--- src/rtl/uart_rx_fifo.sv ---
// Receive-side show-ahead byte FIFO between the UART receiver and the register interface.
// Provides level/threshold status, a sticky overflow flag and a registered RX interrupt.
module uart_rx_fifo #(
  parameter int DEPTH = 16,
  parameter int AW    = $clog2(DEPTH)
) (
  input  logic          clk_i,
  input  logic          rst_i,
  input  logic          rx_valid_i,
  input  logic [7:0]    rx_byte_i,
  input  logic          pop_i,
  output logic [7:0]    rdata_o,
  output logic          empty_o,
  output logic          full_o,
  output logic [AW:0]   level_o,
  input  logic [AW:0]   thresh_i,
  output logic          intr_rx_o,
  output logic          overflow_o,
  input  logic          clr_overflow_i,
  input  logic          flush_i
);

  localparam logic [AW:0] DEPTH_L = (AW+1)'(DEPTH);

  logic [7:0]  r_mem [DEPTH];
  logic [AW:0] r_wptr;
  logic [AW:0] r_rptr;
  logic        r_overflow;
  logic        r_intr;

  logic [AW:0] w_level;
  logic        w_empty;
  logic        w_full;
  logic        w_push_ok;
  logic        w_pop_ok;
  logic        w_drop;
  logic [AW:0] w_wptr_n;
  logic [AW:0] w_rptr_n;
  logic [AW:0] w_level_n;

  // Handshake: rx_valid_i is a one-cycle, unstallable byte strobe (no ready back to the
  // receiver; a byte arriving while full without a same-cycle pop is dropped and flagged).
  // pop_i consumes the show-ahead head entry; popping an empty FIFO is a silent no-op.
  assign w_level   = r_wptr - r_rptr;
  assign w_empty   = (w_level == '0);
  assign w_full    = (w_level == DEPTH_L);
  assign w_push_ok = !flush_i && rx_valid_i && (!w_full || pop_i);
  assign w_pop_ok  = !flush_i && pop_i && !w_empty;
  assign w_drop    = !flush_i && rx_valid_i && w_full && !pop_i;

  always_comb begin
    w_wptr_n = r_wptr;
    w_rptr_n = r_rptr;
    if (flush_i) begin
      w_rptr_n = r_wptr;
    end else begin
      if (w_push_ok) w_wptr_n = r_wptr + 1'b1;
      if (w_pop_ok)  w_rptr_n = r_rptr + 1'b1;
    end
  end

  assign w_level_n = w_wptr_n - w_rptr_n;

  always_ff @(posedge clk_i) begin
    if (rst_i) begin
      r_wptr     <= '0;
      r_rptr     <= '0;
      r_overflow <= 1'b0;
      r_intr     <= 1'b0;
    end else begin
      r_wptr <= w_wptr_n;
      r_rptr <= w_rptr_n;
      // A new drop outranks a same-cycle clear so no overflow event is lost.
      if (w_drop)              r_overflow <= 1'b1;
      else if (clr_overflow_i) r_overflow <= 1'b0;
      r_intr <= (thresh_i != '0) && (w_level_n >= thresh_i);
    end
  end

  // Storage carries no reset; the pointers alone define what is valid.
  always_ff @(posedge clk_i) begin
    if (!rst_i && w_push_ok) r_mem[r_wptr[AW-1:0]] <= rx_byte_i;
  end

  assign rdata_o    = w_empty ? 8'h00 : r_mem[r_rptr[AW-1:0]];
  assign empty_o    = w_empty;
  assign full_o     = w_full;
  assign level_o    = w_level;
  assign intr_rx_o  = r_intr;
  assign overflow_o = r_overflow;

endmodule
--- config.mk ---
export PLATFORM = sky130hd
export DESIGN_NAME = uart_rx_fifo
export DESIGN_NICKNAME = d
export VERILOG_FILES = /design/src/rtl/uart_rx_fifo.sv
export SDC_FILE = /design/constraint.sdc
export NUM_CORES = 1
export LEC_CHECK = 0
export CAP_MARGIN = 20
export CORE_MARGIN = 10
export CORE_UTILIZATION = 45
export DETAILED_ROUTE_END_ITERATION = 10
export HOLD_SLACK_MARGIN = 0.06
export SLEW_MARGIN = 25
export SYNTH_ARGS = -nofsm -noshare
export SYNTH_HDL_FRONTEND = slang
export SYNTH_SLANG_ARGS = --single-unit
--- constraint.sdc ---
create_clock -name clk_i -period 5.5 [get_ports clk_i]
set_clock_uncertainty 0.05 [all_clocks]
set_input_delay 0.55 -clock clk_i [delete_from_list [all_inputs] [get_ports clk_i]]
set_output_delay 0.55 -clock clk_i [all_outputs]
set_load 0.05 [all_outputs]
==> out/results.md <==
## Run status
- **outcome** complete, no violations

## Global route
- **maximum number of pins on one net before global-route repair** 37
- **number of global-route vias before repair** 3250
- **Most Crowded Layer GR** met2
- **overall global routing resource usage** 13.8%
- **routing usage on met3** 3.19%
- **grt met1 use** 19.8%
- **first-pass GRT wire length** 19000 µm
- **number of antenna violations at the first check in global routing** 0
- **met2 Track Usage GR** 20.0%
- **global-route congestion overflow total** 0

## Die
- **number of top-level pins** 36
- **number of rows in the core area** 42
- **horizontal die dimension** 137 µm
- **DIE HEIGHT** 137 µm
- **initial core utilization** 46.0%
- **Core ar.** 13300 µm²
- **area enclosed by the die boundary** 18700 µm²

## Timing
- **smallest hold slack** 0.431 ns
- **period utilization** 81.2%
- **Setup TNS** 0 ns
- **final-report hold violation count** 0
- **measured slew at the worst slew-check pin** 0.876 ns
- **max-slew headroom at the worst pin** 41.4%
- **final count of pins violating max slew** 0
- **Final setup viols** 0
- **unrepaired setup endpoints after global routing** no
- **final critical delay including setup and external delays** 4.46 ns
- **highest clock frequency the design can meet** 224 MHz

## CTS
- **Post-CTS Repair Setup Buffers** 0
- **Worst-path clk slew** 0.06 ns
- **maximum root-to-sink buffer count** 2
- **clock latency on the worst-skew pair** 0.41 ns
- **CTS H-Tree Depth** 4
- **number of buffers created by CTS** 17
- **CTS root buf** clkbuf_16
- **CTS sink count** 140
- **number of hold-repair buffers added at the cts stage** 0
- **clock tree from TritonCTS** built
- **post-cts sizing count** 0

## Yosys
- **share of the yosys chip area belonging to registers** 66.8%
- **cell taking the most area after synthesis** edfxtp_1
- **commonest cells in the netlist** edfxtp_1 (128), mux4_2 (40), nor2_1 (27)
- **number of enable-type register cells in the synthesized netlist** 128
- **area share of the leading cell type in the synthesized netlist** 62.9%
- **count of different cell masters after synthesis** 45
- **synthesis warning total** 0
- **flip-flop cell with the highest count after synthesis** edfxtp_1
- **leading cell type by number of instances after synthesis** edfxtp_1
- **cell types occupying the most area after synthesis** edfxtp_1 (63%), mux4_2 (15%), dfxtp_1 (3.9%), ha_1 (3.7%), nor2_1 (1.7%)
- **post-synthesis cell area** 6110 µm²
- **Yosys reg bits** 140
- **Net Count, Synth** 385
- **share of flip-flops with an asynchronous set or reset** 0%
- **Mapped Cells** 346
- **mean post-synth cell area** 17.7 µm²

## Placement
- **HPWL reported at the end of detailed placement** 8120 µm
- **placed cell count** 547
- **placement-stage cell area** 6650 µm²
- **weighted congestion reported at the end of routability-driven placement** 0.785
- **I/O Buffers** 35

## Worst hold path
- **Worst Min Path Start** overflow_o
- **hold crit path type** reg2reg

## Power
- **power dissipated by switching net loads** 740 µW
- **share of total power consumed by net switching** 26.3%
- **total power divided by cell area** 388 nW/µm²
- **maximum VDD drop** 190 µV
- **share of total power in the clock network** 41.3%
- **leakage** 2.43 nW
- **internal power** 2.07 mW
- **part of the power in combinational logic** 16.9%
- **Sequential Power Share** 41.8%

## Critical path
- **kind of capture point of the worst setup path** flop
- **kind of start point of the critical path** flop
- **critical path data arrival time** 4.75 ns
- **critical path class** reg2reg
- **peak fanout along the critical path** 5
- **required time at the endpoint of the critical path** 5.78 ns
- **crit path launch** r_wptr[0]
- **Crit Reg-Reg Startpoint** r_wptr[0]

## Routing
- **drt drc** 0
- **detail-routed via count per cell** 5.32
- **antenna violation net count after detailed routing** 0
- **average detailed-routed wire length per instance** 20.7 µm
- **total wire length** 12000 µm
- **number of DRC markers in iteration 0** 281
- **detailed-router iteration count before antenna repair** 4
- **total number of vias** 3083

## Final layout
- **ANT cells** 0
- **design area** 7260 µm²
- **synthesis-to-finish area growth** 18.7%
- **Non-Filler Instances** 579
- **count of nets after finishing** 429
- **layout cell share with drive strength beyond 1** 21.3%

## Flow run
- **number of max-capacitance violations reported** 0

worst paths after layout:
path	to	slack, ns	cells after the start
hold / removal	overflow_o	0.43	2
hold reg to reg	overflow_o	0.43	2
setup reg to reg	intr_rx_o	1.04	20
setup / recovery	intr_rx_o	1.04	20
layout by cell type, fill, tap and decap left out, types with 2 or more instances in the layout:
| master | instances |
|---|---|
| inv_1 | 18 |
| nand3b_1 | 2 |
| bufinv_16 | 3 |
| edfxtp_1 | 128 |
| ha_1 | 18 |
| clkinv_4 | 3 |
| xor2_1 | 5 |
| clkdlybuf4s50_1 | 35 |
| mux2i_1 | 3 |
| nor2_2 | 2 |
| a21oi_1 | 6 |
| nor2b_1 | 10 |
| and2_1 | 4 |
| xnor2_1 | 7 |
| a21o_1 | 3 |
| dfxtp_1 | 11 |
| buf_4 | 2 |
| nand3_1 | 5 |
| fa_1 | 2 |
| o21ai_1 | 3 |
| o21ai_0 | 2 |
| inv_6 | 4 |
| nand4_1 | 2 |
| mux4_2 | 40 |
| nand2b_1 | 5 |
| inv_2 | 2 |
| nor2_1 | 27 |
| nand2_1 | 8 |
| clkinv_1 | 2 |
| or3_1 | 3 |
| clkbuf_16 | 17 |
| clkinv_2 | 2 |
cell families after synthesis:
logic type	share of synthesized area (%)
muxes	15.4
AOI/OAI and AO/OA	2.99
adders and majority gates	4.34
and+or+nand+nor	6.06
xor gates and xnor gates	2.25
DFF	66.8
buffers and inverters	2.17
critical path: stages (launching register included):
cell and delay [ns]:
dfxtp_1 0.41, inv_1 0.13, ha_1 0.23, fa_1 0.42, nand2b_1 0.18, a21oi_2 0.17, xor2_2 0.30, inv_2 0.11
o21ai_2 0.25, mux2_1 0.34, mux2i_1 0.23, inv_1 0.08, fa_1 0.40, inv_1 0.07, a21o_1 0.11, a21oi_1 0.07
xor2_1 0.15, xnor2_1 0.14, ha_1 0.28, a21oi_1 0.06, a211oi_1 0.19
power by group through the flow:
stage / clock [mW] / combinational [mW] / sequential, mW
after floorplan: 0 / 0.330 / 1.20
after global placement: 0 / 0.476 / 1.20
after detailed placement: 0 / 0.480 / 1.20
after CTS: 1.19 / 0.482 / 1.18
after global routing: 1.23 / 0.511 / 1.18
final: 1.16 / 0.474 / 1.18
registers in the layout (all words and copies together), names as in the netlist:
| register | cells |
|---|---|
| r_mem | 128 |
| r_rptr | 5 |
| r_wptr | 5 |
| intr_rx_o | 1 |
| overflow_o | 1 |
stage by stage:
| step | setup WS (ns) | power (mW) | util [%] |
|---|---|---|---|
| floorplan | 1.10 | 1.53 | - |
| global placement | 1.20 | 1.67 | 50.0 |
| detailed placement | 1.06 | 1.68 | 50.0 |
| CTS | 1.03 | 2.84 | 54.6 |
| global route | 0.690 | 2.92 | 54.6 |
| finish | 1.04 | 2.81 | 54.6 |
metal layers:
metal / part of all wire [%] / wire length, µm
met2: 45 / 5410
met4: 1.3 / 154
met1: 49 / 5850
met5: 0 / 0
met3: 4.6 / 545
final cells by class:
class	instances	area [µm²]
Fill cell	1062	6040
Tap cell	176	220
Multi-Input combinational cell	173	1900
Clock inverter	15	184
Clock buffer	17	425
Inverter	21	78.8
Timing Repair Buffer	37	365
Sequential cell	140	4090
Note: power is estimated with default switching activity, not from simulation.
